[config.mk]
export PLATFORM = sky130hd
export DESIGN_NAME = multicycle_sequencer
export DESIGN_NICKNAME = d
export VERILOG_FILES = /design/src/rtl/seq_pkg.sv /design/src/rtl/multicycle_sequencer_opcode_class.sv /design/src/rtl/multicycle_sequencer.sv
export SDC_FILE = /design/constraint.sdc
export NUM_CORES = 1
export LEC_CHECK = 0
export CAP_MARGIN = 20
export CORE_ASPECT_RATIO = 1.2
export CORE_MARGIN = 10
export CORE_UTILIZATION = 41
export CTS_BUF_LIST = sky130_fd_sc_hd__clkbuf_8
export CTS_CLUSTER_SIZE = 14
export DETAILED_ROUTE_END_ITERATION = 10
export HOLD_SLACK_MARGIN = 0.03
export PLACE_DENSITY = 0.71
export SLEW_MARGIN = 40
export SYNTH_ARGS = -nofsm -noshare
export SYNTH_HDL_FRONTEND = slang
export SYNTH_SLANG_ARGS = --single-unit
[constraint.sdc]
create_clock -name clk -period 5.3 [get_ports clk]
set_clock_uncertainty 0.1 [all_clocks]
set_input_delay 1.325 -clock clk [delete_from_list [all_inputs] [get_ports clk]]
set_output_delay 1.325 -clock clk [all_outputs]
set_load 0.01 [all_outputs]
[src/rtl/seq_pkg.sv]
// Shared definitions for the multi-cycle RV32 sequencer: state encoding and
// the opcode values the sequencer needs to recognise.
package seq_pkg;

  typedef enum logic [2:0] {
    IDLE   = 3'd0,
    FETCH  = 3'd1,
    DECODE = 3'd2,
    EXEC   = 3'd3,
    MEM    = 3'd4,
    WB     = 3'd5,
    HALT   = 3'd6
  } state_t;

  localparam logic [6:0] OP_R     = 7'b0110011;
  localparam logic [6:0] OP_I     = 7'b0010011;
  localparam logic [6:0] OP_CUST  = 7'b0001011;
  localparam logic [6:0] OP_BEQ   = 7'b1100011;
  localparam logic [6:0] OP_LW    = 7'b0000011;
  localparam logic [6:0] OP_SW    = 7'b0100011;
  localparam logic [6:0] OP_LUI   = 7'b0110111;
  localparam logic [6:0] OP_JAL   = 7'b1101111;
  localparam logic [6:0] OP_JALR  = 7'b1100111;
  localparam logic [6:0] OP_AUIPC = 7'b0010111;

endpackage

[src/rtl/multicycle_sequencer_opcode_class.sv]
// Combinational opcode classifier: tells the sequencer which path
// (WB, MEM load/store, branch) the instruction in IR takes.
module opcode_class
  import seq_pkg::*;
(
  input  logic [6:0] i_opcode,
  output logic       o_legal,
  output logic       o_is_load,
  output logic       o_is_store,
  output logic       o_is_branch,
  output logic       o_writes_rd
);

  // Decode the opcode into path classes; unknown opcodes leave legal low.
  always_comb begin
    o_legal     = 1'b0;
    o_is_load   = 1'b0;
    o_is_store  = 1'b0;
    o_is_branch = 1'b0;
    o_writes_rd = 1'b0;
    case (i_opcode)
      OP_R, OP_I, OP_CUST, OP_LUI, OP_JAL, OP_JALR, OP_AUIPC: begin
        o_legal     = 1'b1;
        o_writes_rd = 1'b1;
      end
      OP_LW: begin
        o_legal     = 1'b1;
        o_is_load   = 1'b1;
        o_writes_rd = 1'b1;
      end
      OP_SW: begin
        o_legal    = 1'b1;
        o_is_store = 1'b1;
      end
      OP_BEQ: begin
        o_legal     = 1'b1;
        o_is_branch = 1'b1;
      end
      default: ;
    endcase
  end

endmodule

[src/rtl/multicycle_sequencer.sv]
// Multi-cycle control FSM for the RV32 datapath. Sequences FETCH/DECODE/
// EXEC/MEM/WB over a single shared memory port and drives the datapath
// write enables. Static decode stays in the combinational control unit.
// Optional: define SEQ_TIMEOUT_EN to build the memory wait timeout that
// raises bus_err and halts; otherwise memory waits are unbounded.
module multicycle_sequencer
  import seq_pkg::*;
#(
  parameter int CNT_W = 32
`ifdef SEQ_TIMEOUT_EN
  , parameter int MEM_TIMEOUT = 16
`endif
) (
  input  logic             clk,
  input  logic             rst_n,
  input  logic             start,
  input  logic             stop,
  input  logic [6:0]       opcode,
  input  logic             mem_ack,
  output logic             mem_req,
  output logic             mem_we,
  output logic             mem_sel,
  output logic             ir_we,
  output logic             mdr_we,
  output logic             rf_we,
  output logic             pc_we,
  output logic             busy,
  output logic             illegal,
  output logic             bus_err,
  output logic [CNT_W-1:0] instret
);

  state_t           r_state, w_next;
  logic             r_stop_pend;
  logic             r_illegal;
  logic [CNT_W-1:0] r_instret;

  logic w_legal, w_is_load, w_is_store, w_is_branch, w_writes_rd;
  logic w_retire, w_set_illegal, w_timeout;

  opcode_class u_cls (
    .i_opcode    (opcode),
    .o_legal     (w_legal),
    .o_is_load   (w_is_load),
    .o_is_store  (w_is_store),
    .o_is_branch (w_is_branch),
    .o_writes_rd (w_writes_rd)
  );

`ifdef SEQ_TIMEOUT_EN
  localparam int WAIT_W = $clog2(MEM_TIMEOUT + 1);

  logic [WAIT_W-1:0] r_wait;
  logic              r_bus_err;
  logic              w_waiting;

  // A wait cycle is a FETCH/MEM cycle with no ack; the timeout fires on the
  // MEM_TIMEOUT-th such cycle so the FSM leaves for HALT at that edge.
  assign w_waiting = ((r_state == FETCH) || (r_state == MEM)) && !mem_ack;
  assign w_timeout = w_waiting && (r_wait == WAIT_W'(MEM_TIMEOUT - 1));

  // Wait counter: restarts on every state entry, counts unacked cycles.
  always_ff @(posedge clk or negedge rst_n) begin
    if (!rst_n)                  r_wait <= '0;
    else if (w_next != r_state)  r_wait <= '0;
    else if (w_waiting)          r_wait <= r_wait + 1'b1;
  end

  // Sticky bus error flag, cleared only by reset.
  always_ff @(posedge clk or negedge rst_n) begin
    if (!rst_n)         r_bus_err <= 1'b0;
    else if (w_timeout) r_bus_err <= 1'b1;
  end

  assign bus_err = r_bus_err;
`else
  assign w_timeout = 1'b0;
  assign bus_err   = 1'b0;
`endif

  // State register.
  always_ff @(posedge clk or negedge rst_n) begin
    if (!rst_n) r_state <= IDLE;
    else        r_state <= w_next;
  end

  // Next-state and output decode; ir_we, mdr_we and the MEM-stage pc_we
  // follow mem_ack combinationally so data is captured in the ack cycle.
  always_comb begin
    w_next        = r_state;
    mem_req       = 1'b0;
    mem_we        = 1'b0;
    mem_sel       = 1'b0;
    ir_we         = 1'b0;
    mdr_we        = 1'b0;
    rf_we         = 1'b0;
    pc_we         = 1'b0;
    w_retire      = 1'b0;
    w_set_illegal = 1'b0;
    case (r_state)
      IDLE: begin
        if (start) w_next = FETCH;
      end
      FETCH: begin
        mem_req = 1'b1;
        ir_we   = mem_ack;
        if (mem_ack)        w_next = DECODE;
        else if (w_timeout) w_next = HALT;
      end
      DECODE: begin
        if (w_legal) begin
          w_next = EXEC;
        end else begin
          w_set_illegal = 1'b1;
          w_next        = HALT;
        end
      end
      EXEC: begin
        if (w_is_load || w_is_store) begin
          w_next = MEM;
        end else if (w_is_branch) begin
          pc_we    = 1'b1;
          w_retire = 1'b1;
        end else begin
          w_next = WB;
        end
      end
      MEM: begin
        mem_req = 1'b1;
        mem_sel = 1'b1;
        mem_we  = w_is_store;
        if (mem_ack) begin
          if (w_is_store) begin
            pc_we    = 1'b1;
            w_retire = 1'b1;
          end else begin
            mdr_we = 1'b1;
            w_next = WB;
          end
        end else if (w_timeout) begin
          w_next = HALT;
        end
      end
      WB: begin
        rf_we    = w_writes_rd;
        pc_we    = 1'b1;
        w_retire = 1'b1;
      end
      HALT: ;
      default: w_next = IDLE;
    endcase
    // A stop seen earlier or in the retire cycle itself ends the run here.
    if (w_retire) w_next = (r_stop_pend || stop) ? IDLE : FETCH;
  end

  assign busy = (r_state != IDLE) && (r_state != HALT);

  // Remember a stop request until the current instruction retires.
  always_ff @(posedge clk or negedge rst_n) begin
    if (!rst_n)            r_stop_pend <= 1'b0;
    else if (w_retire)     r_stop_pend <= 1'b0;
    else if (stop && busy) r_stop_pend <= 1'b1;
  end

  // Retired-instruction counter; wraps silently.
  always_ff @(posedge clk or negedge rst_n) begin
    if (!rst_n)        r_instret <= '0;
    else if (w_retire) r_instret <= r_instret + 1'b1;
  end

  // Sticky illegal-opcode flag, cleared only by reset.
  always_ff @(posedge clk or negedge rst_n) begin
    if (!rst_n)             r_illegal <= 1'b0;
    else if (w_set_illegal) r_illegal <= 1'b1;
  end

  assign illegal = r_illegal;
  assign instret = r_instret;

endmodule
; ---- Word-level counts from Yosys, hierarchy flattened
; Index checks and enable logic that the tools add are counted.
[totals]
regBits = 37
input_bits = 12
output_inout_bits = 42
elab_cells = 72
[classes]
addsub = 1
eq_ne = 23
mux = 32
reduce_logical = 12
[op_table]
columns = operator, n
row1 = $add 32x1->32 const B, 1
row2 = $mux 3, 8
row3 = $mux 1, 22
row4 = $eq 7x6->1 const B, 3
row5 = $eq 7x7->1 const B, 3
row6 = $pmux 3 s6, 1
row7 = $ne 3x3->1 const B, 5
row8 = $eq 7x5->1 const B, 2
row9 = $reduce_or 10->1, 1
row10 = $eq 3x3->1 const B, 3
row11 = $reduce_or 8->1, 1
row12 = $eq 7x2->1 const B, 1
row13 = $eq 7x4->1 const B, 1
row14 = $eq 3x2->1 const B, 2
row15 = $reduce_and 6->1, 1
row16 = $ne 4x4->1 const B, 1
row17 = $reduce_or 2->1, 2
row18 = $eq 3x1->1 const B, 1
row19 = $logic_not 3->1, 1
row20 = $pmux 1 s3, 1
row21 = $reduce_bool 3->1, 1
row22 = $logic_and 1x1->1, 2
row23 = $logic_or 1x1->1, 2
row24 = $ne 2x1->1 const B, 1
row25 = $reduce_bool 2->1, 1

; ---- Depth between registers and ports, before layout
; Gate-level depths: netlist (run 1).
[depth]
ltp_word = 7
mapped_depth = 7

; ---- Modules after synthesis
; A second synthesis (run 1) with hierarchy kept.
[hier_totals]
cells_unflattened = 215
area_unflattened_um2 = 2174.6
[modules_own_cells]
columns = module, instances, cells_per_inst, area_each_um2, seq_area_each_um2
row1 = multicycle_sequencer, 1, 198, 2065.7, 925.9
row2 = opcode_class, 1, 17, 108.9, 0.0

; ---- Least setup slack after synthesis (run 1)
; No wires, ideal clock.
[synth_timing]
path_kind = in2out
start = in opcode[6]
end = out rf_we
arrival_time_ps = 2320
setup_slack_ps = 1555
stages = 4
cell_sequence = buf_2 or3_1 a21o_1 a211oi_1
[synth_via]
elab_chain_cells = 4
elab_cells_between_ends = 11
classes_between = eq/ne (8) / mux (2) / reduce/logical (1)
[synth_rtl]
columns = item, line_no
row1 = "start, declared", multicycle_sequencer.sv:18  ; input logic [6:0] opcode,
row2 = "$eq 7x6->1, or another cell as far along", multicycle_sequencer_opcode_class.sv:21  ; case (i_opcode)
row3 = $reduce_or 8->1 (no source line) *, --
row4 = $mux 1 *, multicycle_sequencer_opcode_class.sv:21
row5 = $mux 1 *, multicycle_sequencer.sv:100  ; case (r_state)
row6 = "end, declared", multicycle_sequencer.sv:25  ; output logic rf_we,
; Mark *: on every way between the ends. The rest lies on a longest branch, timed or not.

; ---- Worst setup path after layout (run 1)
; Same ends and word-level chain as after synthesis.

==> summary.txt, run 1 <==
Route
  • # DRC: 0
  • Via count: 1,723
  • Drt initial violations: 57
  • DR pass1 iterations: 5
  • Vias/cell: 5.37
  • DRT Wirelength: 4.90 mm
  • DRT antenna net count: 0
  • WL per Instance: 15.3 µm

Timing
  • Setup_tns: 0 ns
  • Slew Viols, Final: 0
  • Tmin final: 4.71 ns
  • Final hold violations: 0
  • WHS: 0.367 ns
  • Slack of the critical path: 0.594 ns
  • RSZ-0062 raised after global routing: false
  • Worst slew pin tran: 0.486 ns
  • FMAX: approximately 210 MHz
  • Fin crit share: 88.8%
  • # setup viols final: 0
  • Max transition margin: 66.7%

Floorplan
  • Placeable Area: 0.00466 mm²
  • Die Span Y: 96.7 µm
  • I/O pin count: 54
  • Die W: 83.9 µm
  • DIE AREA: 0.00812 mm²
  • FP Rows: 27
  • Effective utilization at floorplan: ~43%

Clocking
  • Post-cts sizing count: 0
  • Root buffer cell: clkbuf_8
  • Num Clock Sinks: 37
  • Post CTS Setup Buffer Count: 0
  • H-tree depth: 2
  • CTS tree: yes
  • Clock buffer depth: 2
  • Num CTS Buffers: 5
  • CTS Hold Bufs: 0
  • Worst-Skew Late Latency: 0.29 ns
  • Worst-path clk slew: about 0.080 ns

Pwr
  • Worst vdd ir: 0.149 mV
  • Tot Pwr: roughly 870 µW
  • LEAKAGE: around 1.2 nW
  • Power per cell area: around 320 mW/mm²

Synthesis
  • Yosys top cell area share: a little under half
  • Post-synth cell types: between 40 and 50
  • Mux cell area share after synthesis: under 10%
  • Post-synth top area cell: dfrtp_1
  • Post-synth top cells: dfrtp_1 (37), nand2_1 (22), xor2_1 (21), nor2_1 (19), nor3_1 (12)
  • Sequential area share after synthesis: a little under half
  • Compound-cell area share of the yosys netlist: 7.22%
  • Post-synth EDFFs: 0
  • Post-synthesis adder-cell area fraction: 0.622%
  • Synth Area in Simple Gates: 28.3%
  • Largest cells by area after synthesis: dfrtp_1 (46%), xor2_1 (9.1%), xnor2_1 (4.4%), nand2_1 (4.1%), nor2_1 (3.5%)
  • Count of state elements after synthesis: 37
  • Post-synthesis area per instance: 9.67 µm²
  • Synthesized cell area: about 0.002 mm²
  • Post-synthesis cell count: 208
  • Post-synth net total: 221
  • Xor/xnor cell area share of the yosys netlist: about 14%
  • Async SR Flop Fraction: 100%
  • Top-count cell post-synth: dfrtp_1
  • Largest family of logic cells by synthesized area: simple AND/OR/NAND/NOR gates
  • Yosys Warn Count: 0
  • Top_reg_cell synth: dfrtp_1

Global route
  • GR met2 Demand/Resource: 19.3%
  • Global-route usage over all layers: 12.1%
  • Met3 GRT Util: 4.52%
  • First-pass GRT wire length: 8.37 mm
  • Largest net degree at the start of global routing: 24
  • Antenna violations before repair: 0
  • Grt peak-use layer: met2
  • Vias in the first global route: 1,653
  • M1 GR Usage: roughly 14%
  • Total global routing overflow: 0

Layout
  • Final instance area: between 0.002 and 0.003 mm²
  • Finished Layout Cells: 321
  • Post-layout util: 58.5%
  • Flip-flop and latch area: 926 µm²
  • Fill count: 434
  • # nets final: 275
  • Layout area overhead: 35.7%
  • N_diodes: 0
  • Area of the multi-input gates: 0.00102 mm²
  • Layout cells sized above 1: 8.75%

Place
  • DPL Wire Length: 3.78 mm
  • I/O Buffers: 52
  • DP Cell Count: 313
  • GPL Wtd Cong: around 0.86
  • Pre-CTS setup slack: 0.612 ns
  • Placed cell areas: 0.00259 mm²

Critical path
  • Slowest cell on crit path: clkdlybuf4s50_1
  • Worst Path Class, Setup: in -> out
  • CP delay by family, top: buffers and inverters
  • Worst setup SP type: input port
  • CP Data Arrival Time: 3.28 ns
  • CP max stage delay: 0.60 ns
  • Worst path bufs/invs: 2
  • CP endpoint kind: primary output
  • Cell Chain, Critical Path: clkdlybuf4s50_1 -> or3_1 -> a21o_1 -> a211oi_1 -> clkdlybuf4s50_1
  • Critical Path Stages: 5
  • Max FO, Critical Path: 10
  • Reg2reg path depth: 5
  • Crit path top cell by count: clkdlybuf4s50_1
  • Req. time, crit path: 3.88 ns

Worst hold path
  • WHS Path Cells: 2
  • Hold Path Class: reg -> reg

Run
  • Max Cap Violations: 0

Run status
  • Status: complete, no violations
-- where the power goes --
group	switching, mW	internal, mW	total [mW]
Clock	0.105	0.187	0.292
Sequential	0.0426	0.307	0.349
Combinational	0.112	0.120	0.232
-- cell type report --
type	count	area share (%)
clock buffers	5	2.52
well taps	58	2.66
flip-flops and latches	37	33.9
repair buffers	54	20.2
multi-input cells	158	37.5
inverters	6	0.825
clock inverters	3	2.38
-- layer usage --
metal	vias to the layer above	part of all wire, %
met3	8	6.0
met1	834	43
met2	43	49
met4	0	1.6
li1	838	-
met5	-	0
-- sequential cells by signal, summed over array words and instances, names as in the netlist --
register,flops
r_stop_pend,1
r_state,3
illegal,1
instret,32
-- logic make-up after synthesis --
| logic type | Yosys count |
|---|---|
| AOI/OAI and AO/OA | 19 |
| xor gates and xnor gates | 31 |
| adders and majority gates | 1 |
| buffers and inverters | 13 |
| DFF | 37 |
| muxes | 2 |
| other | 1 |
| and+or+nand+nor | 104 |
-- cell usage in the layout, fill, tap and decap left out, types with 3 or more instances in the layout --
cell             count
clkbuf_8             5
a21oi_1              6
xor2_1              21
nor3_1              12
and2_1               3
xnor2_1             10
nand3_1              8
and3_1               3
nand2_1             22
nor2_1              19
dfrtp_1             37
nand2b_1             5
inv_1                6
nor4_1               8
clkdlybuf4s50_1     51
nand4_1              9
or2_2                4
-- worst reg2reg max path: stages, from the launching register on --
cell	delay (ns)
dfrtp_1	0.49
nand2b_1	0.30
o311ai_4	0.40
nand4_1	0.36
nor3_1	0.33
xor2_1	0.18
-- path summary, 6_finish.rpt --
check                            from  slack, ns           to
max reg2reg                r_state[1]       3.08  instret[13]
max                         opcode[6]       0.59        rf_we
min reg2reg                   illegal       0.37      illegal
max in group asynchronous       rst_n       3.81   r_state[2]
min in group asynchronous       rst_n       0.85  instret[13]
min                           illegal       0.37      illegal
Note: power is estimated with default switching activity, not from simulation.
==> run 2, diff against run 1 <==
- GPL_ROUTABILITY_DRIVEN: not set -> 0
- HOLD_SLACK_MARGIN: 0.03 -> 0.1
==> results of run 2 <==
The final DEF is identical to that of run 1; final timing and power are the same.
==> run 3, diff against run 2 <==
- CORE_UTILIZATION: 41 -> 40
- PLACE_DENSITY: 0.71 -> 0.69
==> summary.txt, run 3 (same netlist as run 1, synthesis figures left out) <==
Run status
  • Status: complete, no violations (unchanged)

Route
  • DRT antenna net count: 0 (unchanged)
  • DRT Wirelength: 4.97 mm (was 4.90 mm)
  • Drt initial violations: 45 (was 57)
  • Via count: 1,671 (was 1,723)
  • Vias/cell: 5.19 (was 5.37)
  • DR pass1 iterations: 4 (was 5)
  • # DRC: 0 (unchanged)
  • WL per Instance: 15.4 µm (was 15.3 µm)

Critical path
  • Reg2reg path depth: 5 (unchanged)
  • Cell Chain, Critical Path: clkdlybuf4s50_1 -> or3_1 -> a21o_1 -> a211oi_1 -> clkdlybuf4s50_1 (unchanged)
  • Flop-to-flop setup slack: 3.11 ns (was 3.08 ns)
  • Worst path bufs/invs: 2 (unchanged)
  • Crit path top cell by count: clkdlybuf4s50_1 (unchanged)
  • Worst setup SP type: input port (unchanged)
  • CP endpoint kind: primary output (unchanged)
  • Critical Path Stages: 5 (unchanged)
  • CP max stage delay: 0.59 ns (was 0.60 ns)
  • CP Data Arrival Time: 3.28 ns (about the same)
  • Req. time, crit path: 3.88 ns (about the same)
  • Max FO, Critical Path: 10 (unchanged)
  • Worst r2r dst: instret[13] (unchanged)
  • CP delay by family, top: buffers and inverters (unchanged)
  • Worst Path Class, Setup: in -> out (unchanged)
  • RR Startpoint: r_state[1] (unchanged)
  • Slowest cell on crit path: clkdlybuf4s50_1 (unchanged)

Layout
  • Max FFs per register: 32 (unchanged)
  • Layout area overhead: 32.0% (was 35.7%)
  • Finished Layout Cells: 322 (was 321)
  • Layout cells sized above 1: 8.02% (was 8.75%)
  • N_diodes: 0 (unchanged)
  • Commonest non-fill, non-tap cell in the layout: clkdlybuf4s50_1 (unchanged)
  • Most frequent cells in the layout: clkdlybuf4s50_1 (51), dfrtp_1 (37), nand2_1 (22), xor2_1 (21), nor2_1 (19) (unchanged)
  • # nets final: 274 (was 275)

Timing
  • # setup viols final: 0 (unchanged)
  • RSZ-0062 raised after global routing: false (unchanged)
  • Slew Viols, Final: 0 (unchanged)
  • FMAX: 213 MHz (was 212 MHz)
  • Final hold violations: 0 (unchanged)
  • Tmin final: 4.71 ns (about the same)
  • WHS: 0.376 ns (was 0.367 ns)
  • Setup_tns: 0 ns (unchanged)
  • Fin crit share: 88.8% (about the same)

Place
  • DP Cell Count: 314 (was 313)
  • DPL Wire Length: 3.69 mm (was 3.78 mm)
  • I/O Buffers: 52 (unchanged)

Pwr
  • Worst vdd ir: 0.166 mV (was 0.149 mV)
  • LEAKAGE: 1.16 nW (was 1.19 nW)
  • Power per cell area: 288 mW/mm² (was 320 mW/mm²)

Global route
  • Total global routing overflow: 0 (unchanged)
  • Antenna violations before repair: 0 (unchanged)
  • Global-route usage over all layers: 12.5% (was 12.1%)
  • Vias in the first global route: 1,783 (was 1,653)
  • First-pass GRT wire length: 8.67 mm (was 8.37 mm)
  • Largest net degree at the start of global routing: 38 (was 24)

Floorplan
  • Placeable Area: 0.00490 mm² (was 0.00466 mm²)
  • Die W: 84.7 µm (was 83.9 µm)
  • FP Rows: 28 (was 27)
  • Effective utilization at floorplan: 41.0% (was 43.1%)
  • Die Span Y: 97.7 µm (was 96.7 µm)
  • I/O pin count: 54 (unchanged)
  • DIE AREA: 0.00827 mm² (was 0.00812 mm²)

Worst hold path
  • Hold Path Class: reg -> reg (unchanged)
  • WHS Endpoint: instret[31] (was illegal)
  • WHS Path Cells: 1 (was 2)
  • Hold path start: instret[31] (was illegal)

Clocking
  • Root buffer cell: clkbuf_8 (unchanged)
  • Num Clock Sinks: 37 (unchanged)
  • Worst-path clk slew: 0.08 ns (about the same)
  • Num CTS Buffers: 5 (unchanged)
  • H-tree depth: 2 (unchanged)
  • Clock buffer depth: 2 (unchanged)
  • Worst-Skew Late Latency: 0.29 ns (about the same)
  • Post CTS Setup Buffer Count: 0 (unchanged)
  • CTS tree: yes (unchanged)
  • Post-cts sizing count: 0 (unchanged)
  • CTS Hold Bufs: 0 (unchanged)

Run
  • Max Cap Violations: 0 (unchanged)
[run 3: cell count changes in the layout (fill, tap and decap cells not counted)]
cell	before	now
buf_2	1	0
inv_1	6	7
buf_4	1	2
buf_16	1	0
bufinv_16	2	0
clkinv_2	1	2
[run 3: how the worst max path moves through the flow]
stage,end,startpoint
after CTS,rf_we,opcode[6]
after floorplan,rf_we,opcode[6]
final,rf_we,opcode[6]
after detailed placement,rf_we,opcode[6]
after global placement,rf_we,opcode[6]
after global routing,rf_we,opcode[6]
[run 3: power by group]
part,internal [mW],switching (mW)
logic,0.117,0.108
clock network,0.0893,0.101
registers,0.307,0.0434
total,0.513,0.252
[run 3: cell type report]
type / count / area (µm²)
Clock buffer: 5 / 68.8
Timing Repair Buffer: 53 / 526
Fill cell: 446 / 2250
Multi-Input combinational cell: 158 / 1020
Sequential cell: 37 / 926
Tap cell: 60 / 75.1
Clock inverter: 3 / 13.8
Inverter: 6 / 22.5
[run 3: per-stage QoR]
step	power (mW)	cell area [µm²]	setup WS, ns	utilization [%]
after floorplan	0.490	2010	1.56	-
after global placement	0.583	2570	0.626	52.4
after detailed placement	0.584	2570	0.590	52.4
after CTS	0.776	2660	0.583	54.1
after global routing	0.817	2660	0.397	54.1
final	0.766	2660	0.595	54.1
[run 3: worst reg2reg max path: stages, from the launching register on]
cell and delay, ns:
dfrtp_1 0.49, nand2b_1 0.30, o311ai_4 0.39, nand4_1 0.33, nor3_1 0.33, xor2_1 0.17
[run 3: layer usage]
layer	GRT usage, %	part of all wire [%]
met1	14.4	43
met2	19.9	49
met3	4.87	6.0
met5	0	0
met4	5.08	1.6
